===== src/rtl/ifetch_prefetch_if.sv =====
// Fetch-unit bus bundle: SDRAM instruction-port request/response, redirect input,
// and the decode-side valid/ready instruction stream.
interface ifetch_prefetch_if #(
  parameter int ADDR_W = 25
);
  logic              mem_enable;
  logic [ADDR_W-1:0] mem_addr;
  logic              mem_valid;
  logic [31:0]       mem_result;
  logic              redirect_valid;
  logic [ADDR_W-1:0] redirect_pc;
  logic              inst_valid;
  logic              inst_ready;
  logic [31:0]       inst_data;
  logic [ADDR_W-1:0] inst_pc;
  logic              fetch_fault;

  modport master (
    output mem_enable, mem_addr, inst_valid, inst_data, inst_pc, fetch_fault,
    input  mem_valid, mem_result, redirect_valid, redirect_pc, inst_ready
  );

  modport slave (
    input  mem_enable, mem_addr, inst_valid, inst_data, inst_pc, fetch_fault,
    output mem_valid, mem_result, redirect_valid, redirect_pc, inst_ready
  );
endinterface


===== src/rtl/ifetch_prefetch.sv =====
// Instruction prefetcher: one outstanding SDRAM read at a time, words tagged with
// their PC in a small FIFO toward decode; redirects flush and drain in-flight reads.
module ifetch_prefetch #(
  parameter int                DEPTH    = 4,
  parameter int                ADDR_W   = 25,
  parameter logic [ADDR_W-1:0] RESET_PC = '0
) (
  input  logic                clk,
  input  logic                rst_n,
  ifetch_prefetch_if.master   bus
);
  localparam int PW = $clog2(DEPTH);
  localparam int CW = PW + 1;

  typedef struct packed {
    logic [ADDR_W-1:0] pc;
    logic [31:0]       data;
  } entry_t;

  typedef enum logic [1:0] {IDLE, REQ, DRAIN, FAULT} state_t;

  state_t            state_q, state_d;
  logic              mem_en_q, mem_en_d;
  logic [ADDR_W-1:0] mem_addr_q, mem_addr_d;
  logic [ADDR_W-1:0] fetch_pc_q, fetch_pc_d;
  logic              fault_q, fault_d;
  logic              push, pop, flush, misaligned, has_room, inst_valid;

  entry_t            fifo [DEPTH];
  entry_t            head;
  logic [PW-1:0]     wr_ptr, rd_ptr;
  logic [CW-1:0]     count;

  assign misaligned = bus.redirect_pc[1:0] != 2'b00;
  assign has_room   = count < CW'(DEPTH);
  assign inst_valid = count != '0;
  assign head       = fifo[rd_ptr];
  // Redirect wins: a same-cycle pop is dropped along with the rest of the FIFO.
  assign pop        = inst_valid && bus.inst_ready && !bus.redirect_valid;

  always_comb begin
    state_d    = state_q;
    mem_en_d   = mem_en_q;
    mem_addr_d = mem_addr_q;
    fetch_pc_d = fetch_pc_q;
    fault_d    = fault_q;
    push       = 1'b0;
    flush      = 1'b0;
    case (state_q)
      IDLE: begin
        if (has_room) begin
          state_d    = REQ;
          mem_en_d   = 1'b1;
          mem_addr_d = fetch_pc_q;
        end else begin
          mem_en_d = 1'b0;
        end
      end
      REQ: begin
        if (bus.mem_valid) begin
          push       = 1'b1;
          fetch_pc_d = fetch_pc_q + ADDR_W'(4);
          mem_en_d   = 1'b0;
          state_d    = IDLE;
        end
      end
      DRAIN: begin
        mem_en_d = 1'b0;
        if (bus.mem_valid) state_d = fault_q ? FAULT : IDLE;
      end
      FAULT:   mem_en_d = 1'b0;
      default: state_d  = IDLE;
    endcase

    if (bus.redirect_valid) begin
      flush      = 1'b1;
      push       = 1'b0;
      mem_en_d   = 1'b0;
      fetch_pc_d = bus.redirect_pc;
      fault_d    = misaligned;
      // A read the controller already latched must still be drained; if its pulse
      // lands on this very cycle it is dropped here instead.
      if ((state_q == REQ || state_q == DRAIN) && !bus.mem_valid)
        state_d = DRAIN;
      else
        state_d = misaligned ? FAULT : IDLE;
    end
  end

  always_ff @(posedge clk or negedge rst_n) begin
    if (!rst_n) begin
      state_q    <= IDLE;
      mem_en_q   <= 1'b0;
      mem_addr_q <= RESET_PC;
      fetch_pc_q <= RESET_PC;
      fault_q    <= 1'b0;
    end else begin
      state_q    <= state_d;
      mem_en_q   <= mem_en_d;
      mem_addr_q <= mem_addr_d;
      fetch_pc_q <= fetch_pc_d;
      fault_q    <= fault_d;
    end
  end

  always_ff @(posedge clk or negedge rst_n) begin
    if (!rst_n) begin
      wr_ptr <= '0;
      rd_ptr <= '0;
      count  <= '0;
    end else if (flush) begin
      wr_ptr <= '0;
      rd_ptr <= '0;
      count  <= '0;
    end else begin
      if (push) wr_ptr <= wr_ptr + PW'(1);
      if (pop)  rd_ptr <= rd_ptr + PW'(1);
      case ({push, pop})
        2'b10:   count <= count + CW'(1);
        2'b01:   count <= count - CW'(1);
        default: count <= count;
      endcase
    end
  end

  always_ff @(posedge clk) begin
    if (push) fifo[wr_ptr] <= '{pc: fetch_pc_q, data: bus.mem_result};
  end

  assign bus.mem_enable  = mem_en_q;
  assign bus.mem_addr    = mem_addr_q;
  assign bus.inst_valid  = inst_valid;
  assign bus.inst_data   = inst_valid ? head.data : 32'h0;
  assign bus.inst_pc     = inst_valid ? head.pc : '0;
  assign bus.fetch_fault = fault_q;
endmodule


===== src/flat_wrapper.sv =====
// flat-port wrapper written by rule: the top's interface ports become plain ports
module ifetch_prefetch_flat 
#(
  parameter int                DEPTH    = 4,
  parameter int                ADDR_W   = 25,
  parameter logic [ADDR_W-1:0] RESET_PC = '0
)
  (clk, rst_n, bus_mem_enable, bus_mem_addr, bus_inst_valid, bus_inst_data, bus_inst_pc, bus_fetch_fault, bus_mem_valid, bus_mem_result, bus_redirect_valid, bus_redirect_pc, bus_inst_ready);
  ifetch_prefetch_if #(.ADDR_W(ADDR_W)) bus_i ();
  input  logic clk;
  input  logic rst_n;
  output wire logic [$bits(bus_i.mem_enable)-1:0] bus_mem_enable;
  output wire logic [$bits(bus_i.mem_addr)-1:0] bus_mem_addr;
  output wire logic [$bits(bus_i.inst_valid)-1:0] bus_inst_valid;
  output wire logic [$bits(bus_i.inst_data)-1:0] bus_inst_data;
  output wire logic [$bits(bus_i.inst_pc)-1:0] bus_inst_pc;
  output wire logic [$bits(bus_i.fetch_fault)-1:0] bus_fetch_fault;
  input wire logic [$bits(bus_i.mem_valid)-1:0] bus_mem_valid;
  input wire logic [$bits(bus_i.mem_result)-1:0] bus_mem_result;
  input wire logic [$bits(bus_i.redirect_valid)-1:0] bus_redirect_valid;
  input wire logic [$bits(bus_i.redirect_pc)-1:0] bus_redirect_pc;
  input wire logic [$bits(bus_i.inst_ready)-1:0] bus_inst_ready;
  assign bus_mem_enable = bus_i.mem_enable;
  assign bus_mem_addr = bus_i.mem_addr;
  assign bus_inst_valid = bus_i.inst_valid;
  assign bus_inst_data = bus_i.inst_data;
  assign bus_inst_pc = bus_i.inst_pc;
  assign bus_fetch_fault = bus_i.fetch_fault;
  assign bus_i.mem_valid = bus_mem_valid;
  assign bus_i.mem_result = bus_mem_result;
  assign bus_i.redirect_valid = bus_redirect_valid;
  assign bus_i.redirect_pc = bus_redirect_pc;
  assign bus_i.inst_ready = bus_inst_ready;
  ifetch_prefetch #(.DEPTH(DEPTH), .ADDR_W(ADDR_W), .RESET_PC(RESET_PC)) u_core (.clk(clk), .rst_n(rst_n), .bus(bus_i));
endmodule

===== config.mk =====
export PLATFORM = sky130hd
export DESIGN_NAME = ifetch_prefetch_flat
export DESIGN_NICKNAME = d
export VERILOG_FILES = /design/src/rtl/ifetch_prefetch_if.sv /design/src/rtl/ifetch_prefetch.sv /design/src/flat_wrapper.sv
export SDC_FILE = /design/constraint.sdc
export NUM_CORES = 1
export LEC_CHECK = 0
export CAP_MARGIN = 5
export CORE_MARGIN = 3
export CORE_UTILIZATION = 45
export CTS_BUF_LIST = sky130_fd_sc_hd__clkbuf_16
export CTS_CLUSTER_DIAMETER = 120
export CTS_CLUSTER_SIZE = 24
export DETAILED_ROUTE_END_ITERATION = 10
export DONT_BUFFER_PORTS = 1
export PLACE_DENSITY = 0.63
export SYNTH_ARGS = -nofsm -noshare
export SYNTH_HDL_FRONTEND = slang
export SYNTH_SLANG_ARGS = --single-unit
export TNS_END_PERCENT = 5

===== constraint.sdc =====
create_clock -name clk -period 5.6 [get_ports clk]
set_clock_uncertainty 0.2 [all_clocks]
set_input_delay 0 -clock clk [delete_from_list [all_inputs] [get_ports clk]]
set_output_delay 0 -clock clk [all_outputs]
set_load 0.02 [all_outputs]

==> metrics.md, run 1 <==
| Metric | Value |
|---|---|
| Status | finished, final reports clean |
| Met3 wire len | between 1 and 1.5 mm |
| WL final | around 23 mm |
| Critical path endpoint category | register |
| Post-Place Cells | 945 |
| Worst slack at placement | ~2.3 ns |
| Hold_sp | bus_redirect_pc[20] |
| Slew headroom | 24.2% |
| DR pass1 iterations | 4 |
| Wire per inst | 21.4 um |
| Synth area leaders | edfxtp_1 (59%), dfrtp_1 (13%), mux4_2 (11%) |
| Pint | about 3.5 mW |
| Worst path required time | ~5.8 ns |
| R2R depth | 8 |
| Critical-path top delay cell | or3_2 |
| GRT Util Overall | roughly 16% |
| Post-synth EDFFs | approximately 230 |
| Antenna viol nets, final | 0 |
| Largest net degree at the start of global routing | 62 |
| Reg2reg end | u_core.count[2]$_DFFE_PN0P_ |
| CTS root buf | clkbuf_16 |
| Top FF cell, synth | edfxtp_1 |
| Crit Path Max Fanout | 60 |
| Crit-path cells | or3_2 > nand2_1 > nor2_1 > ha_1 > fa_1 > xnor2_1 > or3_1 > a21oi_1 |
| Clk pwr share | 25.3% |
| Gpl congestion | 0.732 |
| DRT iter0 DRCs | 410 |
| Peak supply drop | about 0.23 mV |
| Layout area overhead | 15.0% |
| DR vias | about 5.9k |
| DPL Wire Length | approximately 13 mm |
| Post-Syn Instances | 646 |
| Syn avg cell area | 17.9 um^2 |
| Hold depth | 3 |
| Setup-failing EPs final | 0 |
| Combinational share of power | 17.0% |
| Reg power frac | about 58% |
| Syn_nets | 719 |
| Layout cell share with drive strength beyond 1 | about 17% |
| Final Net Count | ~800 |
| Fmax | between 0.3 and 0.4 GHz |
| Seq/Total Area, Yosys | 72.2% |
| Clock Path Buffers | 3 |
| Post-CTS Resized | 0 |
| Leading area contributor after synthesis | edfxtp_1 |
| Ports | approximately 150 |
| Met2 Routed Length | 11.3 mm |
| Die height | roughly 170 um |
| Non-Filler Instances | 1057 |
| CTS tree | yes |
| MaxCap Viol Count | 0 |
| Crit share post-route | 58.7% |
| Yosys reg bits | 289 |
| Final worst path period need | roughly 3.3 ns |
| Worst Setup Path Type | register to register |
| Hold crit path type | input pin to register |
| Die area | roughly 28000 um^2 |
| Final WS setup | 2.31 ns |
| Post-layout total power | 4.86 mW |
| Switching Power | between 1 and 1.5 mW |
| Fin. Hold Viols | 0 |
| Post-route setup TNS | 0 ns |
| Synth unique cells | 44 |
| Worst r2r src | u_core.count[0]$_DFFE_PN0P_ |
| Worst skew pair latency | 0.49 ns |
| PwrDens | between 300 and 400 nW/um^2 |
| # port buffers | 0 |
| Wire length of the first global-routing pass | approximately 36 mm |
| Worst Hold Endpoint | u_core.fetch_pc_q[20]$_DFFE_PN0P_ |
| Via/cell ratio | ~5.5 |
| Initial antenna violation count | 0 |
| Initial core utilization | 45.9% |
| Leakage power | between 4 and 5 nW |
| FF-to-FF setup slack | between 2 and 2.5 ns |
| Max-slew violations | 0 |
| Max stage delay on crit path | about 1 ns |
| Die width | 167 um |
| # rows | 58 |
| Antenna Cells | 0 |
| Uppermost layer routed | met4 |
| Yosys warns | 0 |
| GR Overflow Total | 0 |
| Vias in the first global route | 6483 |
| Worst EP arrival | 3.51 ns |
| Post-Syn Area | between 10000 and 15000 um^2 |
| Crit path launch type | register |
| M1 WL | ~9.8 mm |
| DRC | 0 |
| Post-synth ARST share | a little over a fifth |
| CTS Sinks | 289 |
| Sw Ratio | between 20% and 30% |
| RSZ-0062 raised after global routing | false |
| Post-synth top area share | 59.0% |
| CTS buffer count | 16 |
| Actual slew at the worst max-slew pin | between 1 and 1.5 ns |
| Core area | 25300 um^2 |
| Reg clk slew, reported paths | around 0.090 ns |
| H-tree depth | 1 |
how the worst max path moves through the flow:
stage | startpoint | to | depth (start not counted)
after global routing | u_core.count[0]$_DFFE_PN0P_ | u_core.count[2]$_DFFE_PN0P_ | 8
after detailed placement | u_core.count[0]$_DFFE_PN0P_ | u_core.count[2]$_DFFE_PN0P_ | 8
final | u_core.count[0]$_DFFE_PN0P_ | u_core.count[2]$_DFFE_PN0P_ | 8
after CTS | u_core.count[0]$_DFFE_PN0P_ | u_core.count[2]$_DFFE_PN0P_ | 8
after floorplan | u_core.state_q[1]$_DFFE_PN0P_ | u_core.fifo[0][0]$_DFFE_PP_ | 6
after global placement | u_core.count[0]$_DFFE_PN0P_ | u_core.count[2]$_DFFE_PN0P_ | 8
registers in the layout (all words and copies together) (netlist names):
name                    flops
u_core.bus.mem_enable       1
u_core.wr_ptr               2
u_core.bus.mem_addr        25
u_core.state_q              2
u_core.fetch_pc_q          25
u_core.bus.fetch_fault      1
u_core.count                3
u_core.rd_ptr               2
u_core.fifo               228
cell usage after synthesis, drive strengths merged, types with 4 or more instances:
master    n
a21oi     6
a31oi     9
and2     63
buf      10
clkbuf   24
dfrtp    61
edfxtp  228
ha       10
inv      10
mux2     26
mux4     57
nand2    27
nand3    14
nand4     8
nor2     18
o21ai    18
o31ai     4
or4       8
xor2     14
stage by stage:
step	hold slack [ns]	cell area (um^2)	util, %
2_1_floorplan	-0.496	11600	-
3_3_place_gp	-0.489	11900	47.2
3_5_place_dp	-0.489	11900	47.2
4_1_cts	0.000677	13300	52.8
5_1_grt	0.00748	13300	52.8
6_report	0.0233	13300	52.8
cell usage in the layout, fill, tap and decap left out, drive strengths merged, types with 4 or more instances in the layout:
master and count:
dlygate4sd3 86, and2 63, nand3 14, a21oi 6, a31oi 9, clkbuf 17
mux4 57, inv 14, o21ai 18, nand4 8, xor2 14, o31ai 4
nand2 27, buf 6, edfxtp 228, dfrtp 61, ha 10, or4 8
nor2 18, mux2 26
layer usage:
metal  vias to the layer above  GRT usage, %
met5                         -             0
met4                         0          3.77
met3                        21          3.25
met2                       155          27.7
met1                      3046          22.3
li1                       2635             -
critical path, delay by kind of cell (launching register included):
kind	cells	cell delay, ns
AOI/OAI and AO/OA	1	0.15
xor gates and xnor gates	1	0.15
adders and majority gates	2	0.64
DFF	1	0.43
and+or+nand+nor	4	1.66
final cells by class:
cell class / instances / area (um^2)
Sequential cell: 289 / 8380
Clock inverter: 6 / 62.6
Clock buffer: 17 / 425
Timing Repair Buffer: 92 / 958
Fill cell: 2061 / 11900
Inverter: 11 / 41.3
Tap cell: 330 / 413
Multi-Input combinational cell: 312 / 3050
cell families (layout without fill, tap and decap cells):
logic type	Yosys count	count (layout)	share of synthesized area (%)
buffers and inverters	45	126	1.54
xor gates and xnor gates	17	17	1.28
muxes	85	85	13.8
DFF	289	289	72.2
and+or+nand+nor	155	155	7.67
adders and majority gates	11	11	1.25
AOI/OAI and AO/OA	44	44	2.27
repair_timing:
action                    in CTS  in global routing
hold endpoints to repair     225                  0
hold buffers                  89                  0
setup buffers                  0                  0
power by group through the flow:
| stage | registers (mW) | logic (mW) | clock network, mW |
|---|---|---|---|
| finish | 2.81 | 0.825 | 1.23 |
| global route | 2.84 | 0.910 | 1.35 |
| CTS | 2.81 | 0.842 | 1.27 |
| detailed placement | 2.86 | 0.760 | 0 |
| global placement | 2.84 | 0.735 | 0 |
| floorplan | 2.78 | 0.654 | 0 |
(Power assumes the default switching activity.)
==> inputs of run 2 (changes only) <==
==> constraint.sdc (replaced) <==
create_clock -name clk -period 3.2 [get_ports clk]
set_clock_uncertainty 0.2 [all_clocks]
set_input_delay 0 -clock clk [delete_from_list [all_inputs] [get_ports clk]]
set_output_delay 0 -clock clk [all_outputs]
set_load 0.02 [all_outputs]
==> metrics.md, run 2 (same netlist as run 1, synthesis figures left out) <==
| Metric | Value |
|---|---|
| Vias in the first global route | 6565 (+1.3%) |
| Post-route setup TNS | 0 ns (unchanged) |
| Ports | 147 (unchanged) |
| Clock Path Buffers | 3 (unchanged) |
| Final Net Count | 802 (+0.88%) |
| Antenna viol nets, final | 0 (unchanged) |
| Hold crit path type | input pin to register |
| Wire per inst | 21.6 um (+1.3%) |
| DRC | 0 (unchanged) |
| Met2 Routed Length | 11.8 mm (+4.2%) |
| CTS buffer count | 16 (unchanged) |
| Initial antenna violation count | 0 (unchanged) |
| Worst EP arrival | 2.95 ns (-0.56 ns) |
| CTS Sinks | 289 (unchanged) |
| Crit share post-route | 85.0% (+26 points) |
| Die height | 167 um (unchanged) |
| Reg clk slew, reported paths | 0.09 ns (about the same) |
| Reg area | 8380 um^2 (unchanged) |
| Post-Place Cells | 956 (+1.2%) |
| DR vias | 5879 (+0.38%) |
| Status | finished, final reports clean |
| Uppermost layer routed | met4 |
| Gpl congestion | 0.764 (+4.4%) |
| Most frequent cells in the layout | edfxtp_1 (228), dlygate4sd3_1 (82), dfrtp_1 (59) |
| RSZ-0062 raised after global routing | false |
| PwrDens | 633 nW/um^2 (+74%) |
| # Post-CTS Setup Buffers | 0 (unchanged) |
| Max FFs per register | 228 (unchanged) |
| Leakage power | 4.53 nW (+1.8%) |
| Antenna Cells | 0 (unchanged) |
| CTS tree | yes |
| Fmax | 0.368 GHz (+21%) |
| Fillers | 1998 (-3.1%) |
| Non-Filler Instances | 1069 (+1.1%) |
| Die width | 167 um (unchanged) |
| DRT iter0 DRCs | 292 (-29%) |
| Crit Path Max Fanout | 5 (-92%) |
| Crit path launch type | register |
| # port buffers | 0 (unchanged) |
| Fin. Hold Viols | 0 (unchanged) |
| Layout cell share with drive strength beyond 1 | 18.0% (+1.2 points) |
| Core area | 25300 um^2 (unchanged) |
| # rows | 58 (unchanged) |
| Worst Setup Path Type | register to register |
| DR pass1 iterations | 4 (unchanged) |
| CTS root buf | clkbuf_16 |
| Leading cell type in the layout, fill and taps excluded | edfxtp_1 |
| WL final | 23.1 mm (+2.4%) |
| Hold_buf cts | 85 (-4.5%) |
| Met3 wire len | 1.47 mm (+31%) |
| Area of the multi-input gates | 3050 um^2 (unchanged) |
| Actual slew at the worst max-slew pin | 0.789 ns (-0.348 ns) |
| Via/cell ratio | 5.50 (-0.75%) |
| Setup-failing EPs final | 0 (unchanged) |
| M1 WL | 9.54 mm (-3.0%) |
| Initial core utilization | 45.9% (unchanged) |
| Largest reg by FF count | u_core.fifo |
| Final worst path period need | 2.72 ns (-0.566 ns) |
| Post-CTS Resized | 0 (unchanged) |
| Wire length of the first global-routing pass | 37.2 mm (+2.5%) |
| Die area | 27700 um^2 (unchanged) |
| Post-layout total power | 8.51 mW (+75%) |
| Critical path endpoint category | register |
| Worst path required time | 3.43 ns (-2.39 ns) |
| Slew headroom | 47.4% (+23 points) |
| Layout area overhead | 16.0% |
| H-tree depth | 1 (unchanged) |
| GRT Util Overall | 16.9% (+0.48 points) |
| Max-slew violations | 0 (unchanged) |
| DPL Wire Length | 14.4 mm (+9.9%) |
| GR Overflow Total | 0 (unchanged) |
| Peak supply drop | 0.396 mV (+73%) |
| MaxCap Viol Count | 0 (unchanged) |
| Worst skew pair latency | 0.49 ns (about the same) |
| Largest net degree at the start of global routing | 62 (unchanged) |
run 2: cell count changes in the layout (fill, tap and decap cells not counted):
cell / change
inv_6: +1
bufinv_8: -1
inv_12: +1
clkinv_16: -1
dlygate4sd3_1: -4
buf_12: +6
inv_1: +5
buf_4: +5
run 2: metal layers:
metal / global-route usage, % / vias up
met5: 0 / -
met4: 3.55 / 0
met3: 3.70 / 21
met2: 29.6 / 157
met1: 21.9 / 3049
li1: - / 2652
run 2: cell type report:
cell class	count	area share [%]
Timing Repair Buffer	99	8.00
Inverter	11	0.307
Tap cell	330	3.07
Clock buffer	17	3.16
Multi-Input combinational cell	312	22.7
Sequential cell	289	62.3
Clock inverter	11	0.437
run 2: worst paths after layout:
path                                             startpoint                           endpoint  slack, ns  cells past startpoint
setup / recovery              u_core.state_q[1]$_DFFE_PN0P_        u_core.count[2]$_DFFE_PN0P_       0.48                     10
hold / removal                          bus_redirect_pc[18]  u_core.fetch_pc_q[18]$_DFFE_PN0P_       0.02                      3
setup reg to reg              u_core.state_q[1]$_DFFE_PN0P_        u_core.count[2]$_DFFE_PN0P_       0.48                     10
hold reg to reg            u_core.fetch_pc_q[1]$_DFFE_PN0P_       u_core.fifo[1][33]$_DFFE_PP_       0.36                      0
max in group asynchronous                             rst_n       u_core.rd_ptr[0]$_DFFE_PN0P_       1.96                      4
min in group asynchronous                             rst_n  u_core.fetch_pc_q[21]$_DFFE_PN0P_       0.57                      4
run 2: critical path: stages, from the launching register on:
cell,delay (ns)
dfrtp_1,0.41
inv_1,0.12
ha_1,0.18
nand2_1,0.16
nor2_1,0.29
inv_1,0.08
ha_1,0.23
fa_1,0.39
xnor2_1,0.14
or3_1,0.31
a21oi_1,0.15
run 2: per-stage QoR:
stage / instance area (um^2) / setup slack, ns / util, % / hold WS [ns]
after floorplan: 11600 / 0.103 / - / -0.496
after global placement: 12100 / 0.589 / 47.8 / -0.489
after detailed placement: 12100 / 0.518 / 47.8 / -0.489
after CTS: 13400 / 0.476 / 53.2 / 0.000148
after global routing: 13400 / 0.265 / 53.2 / 0.00710
final: 13400 / 0.479 / 53.2 / 0.0175
run 2: where the power goes:
| group | switching (mW) | internal [mW] |
|---|---|---|
| logic | 0.811 | 0.690 |
| registers | 0.473 | 4.42 |
| clock network | 1.13 | 0.985 |
| total | 2.42 | 6.10 |
==> inputs of run 3 (changes only) <==
--- a/config.mk
+++ b/config.mk
@@ -8,7 +8,7 @@
 export CAP_MARGIN = 5
 export CORE_MARGIN = 3
 export CORE_UTILIZATION = 45
-export CTS_BUF_LIST = sky130_fd_sc_hd__clkbuf_16
+export CTS_BUF_LIST = sky130_fd_sc_hd__clkbuf_8
 export CTS_CLUSTER_DIAMETER = 120
 export CTS_CLUSTER_SIZE = 24
 export DETAILED_ROUTE_END_ITERATION = 10
==> constraint.sdc (replaced) <==
create_clock -name clk -period 3.2 [get_ports clk]
set_clock_uncertainty 0.2 [all_clocks]
set_input_delay 0.16 -clock clk [delete_from_list [all_inputs] [get_ports clk]]
set_output_delay 0.16 -clock clk [all_outputs]
set_load 0.02 [all_outputs]
==> metrics.md, run 3 (same netlist as run 1, synthesis figures left out) <==
| Metric | Value |
|---|---|
| Die height | 167 um (unchanged) |
| Crit Path Max Fanout | 29 (+24) |
| Wire per inst | 21.4 um (-0.94%) |
| Die area | 27700 um^2 (unchanged) |
| Final Net Count | 785 (-2.1%) |
| Status | finished, final reports clean |
| RSZ-0062 raised after global routing | false |
| Crit-path cells | buf_4 > mux4_2 > and2_1 |
| FF-to-FF setup slack | 0.48 ns (about the same) |
| DRC | 0 (unchanged) |
| Actual slew at the worst max-slew pin | 0.631 ns (-0.157 ns) |
| PwrDens | 609 nW/um^2 (-3.8%) |
| Reg clk slew, reported paths | 0.13 ns (+0.04 ns) |
| MaxCap Viol Count | 0 (unchanged) |
| Reg area | 8380 um^2 (unchanged) |
| CTS root buf | clkbuf_8 |
| Max-slew violations | 0 (unchanged) |
| Reg2reg end | u_core.count[2]$_DFFE_PN0P_ |
| Slew headroom | 57.9% (+10 points) |
| CTS tree | yes |
| CTS Sinks | 289 (unchanged) |
| Antenna viol nets, final | 0 (unchanged) |
| # port buffers | 0 (unchanged) |
| Final worst path period need | 2.83 ns (+0.109 ns) |
| Core area | 25300 um^2 (unchanged) |
| DR vias | 5918 (+0.66%) |
| Initial antenna violation count | 0 (unchanged) |
| Final Cell Area | 13100 um^2 (-2.7%) |
| Crit share post-route | 88.4% (+3.4 points) |
| Antenna Cells | 0 (unchanged) |
| Peak supply drop | 0.417 mV (+5.5%) |
| WHS | 0.0833 ns (+0.0658 ns) |
| Setup-failing EPs final | 0 (unchanged) |
| WL final | 22.6 mm (-2.5%) |
| Hold depth | 3 (unchanged) |
| Worst Setup Path Type | register to output pin |
| Post-layout total power | 7.96 mW (-6.5%) |
| Layout cell share with drive strength beyond 1 | 18.4% (+0.42 points) |
| Clock Path Buffers | 3 (unchanged) |
| Fillers | 2051 (+2.7%) |
| Worst EP arrival | 2.47 ns (-0.48 ns) |
| Largest reg by FF count | u_core.fifo |
| # Post-CTS Setup Buffers | 0 (unchanged) |
| Crit. Startpoint | u_core.rd_ptr[0]$_DFFE_PN0P_ |
| R2R depth | 10 (unchanged) |
| DP Area | 12100 um^2 (about the same) |
| Area of the multi-input gates | 3050 um^2 (unchanged) |
| Most frequent cells in the layout | edfxtp_1 (228), dlygate4sd3_1 (64), dfrtp_1 (59) |
| Vias in the first global route | 6330 (-3.6%) |
| Leakage power | 4.39 nW (-3.2%) |
| Worst path required time | 2.84 ns (-0.59 ns) |
| Worst skew pair latency | 0.52 ns (+0.03 ns) |
| CP delay by family, top | flip-flops |
| Wire length of the first global-routing pass | 35.9 mm (-3.6%) |
| CP endpoint | bus_inst_pc[21] |
| Buf/Inv on CP | 1 (-1) |
| Largest net degree at the start of global routing | 60 (-3.2%) |
| Crit path launch type | register |
| Critical path endpoint category | output pin |
| GR Overflow Total | 0 (unchanged) |
| # rows | 58 (unchanged) |
| Critical-path top delay cell | dfrtp_4 |
| Fin. Hold Viols | 0 (unchanged) |
| Max FFs per register | 228 (unchanged) |
| Post-route setup TNS | 0 ns (unchanged) |
| Ports | 147 (unchanged) |
| Post-CTS Resized | 0 (unchanged) |
| Via/cell ratio | 5.63 (+2.3%) |
| Leading cell type in the layout, fill and taps excluded | edfxtp_1 |
| Worst path depth | 3 (-7) |
| DPL Wire Length | 14.0 mm (-3.0%) |
| Die width | 167 um (unchanged) |
| Initial core utilization | 45.9% (unchanged) |
| H-tree depth | 1 (unchanged) |
| Worst r2r src | u_core.state_q[1]$_DFFE_PN0P_ |
| Fin util | 51.8% (-1.5 points) |
| Fmax | 0.353 GHz (-3.8%) |
| Max stage delay on crit path | 0.85 ns (+0.44 ns) |
| Hold_buf cts | 67 (-21%) |
| CTS buffer count | 16 (unchanged) |
| DR pass1 iterations | 5 (+1) |
| Gpl congestion | 0.778 (+1.8%) |
| DRT iter0 DRCs | 400 (+37%) |
| GRT Util Overall | 16.2% (-0.71 points) |
| Hold crit path type | input pin to register |
| Layout area overhead | 12.8% |
[run 3: worst min path at each step]
stage | from | to | slack, ns
after CTS | bus_redirect_pc[14] | u_core.fetch_pc_q[14]$_DFFE_PN0P_ | 0.04
after global routing | bus_redirect_pc[14] | u_core.fetch_pc_q[14]$_DFFE_PN0P_ | 0.06
final | bus_redirect_pc[14] | u_core.fetch_pc_q[14]$_DFFE_PN0P_ | 0.08
after global placement | rst_n | u_core.fetch_pc_q[20]$_DFFE_PN0P_ | -0.33
after detailed placement | rst_n | u_core.fetch_pc_q[18]$_DFFE_PN0P_ | -0.33
after floorplan | rst_n | u_core.bus.fetch_fault$_DFFE_PN0P_ | -0.34
[run 3: final cells by class]
class / count / area share, %
sequential: 289 / 64.1
multi-input combinational: 312 / 23.4
timing repair buffer: 82 / 6.81
tap: 330 / 3.16
clock buffer: 17 / 1.79
clock inverter: 11 / 0.517
inverter: 11 / 0.316
[run 3: per-stage QoR]
stage / instances / worst slack [ns]
final: 1052 / 0.370
after global routing: 1052 / 0.184
after CTS: 1052 / 0.292
after detailed placement: 957 / 0.502
after global placement: 957 / 0.586
after floorplan: 646 / 0.103
[run 3: metal layers]
layer,track usage (%),vias up,wire [um]
met1,21.6,3107,9640
met3,3.51,26,1210
met2,27.7,177,11400
met5,0,-,0
li1,-,2608,-
met4,3.26,0,343
[run 3: where the power goes]
group	switching, mW	internal, mW
Clock	1.07	0.520
Sequential	0.478	4.42
Combinational	0.801	0.677
[run 3: tightest hold or removal path: cells and delay by family]
kind | cells | cell delay, ns
buffers and inverters | 1 | 0.52
AOI/OAI and AO/OA | 1 | 0.05
and+or+nand+nor | 1 | 0.05
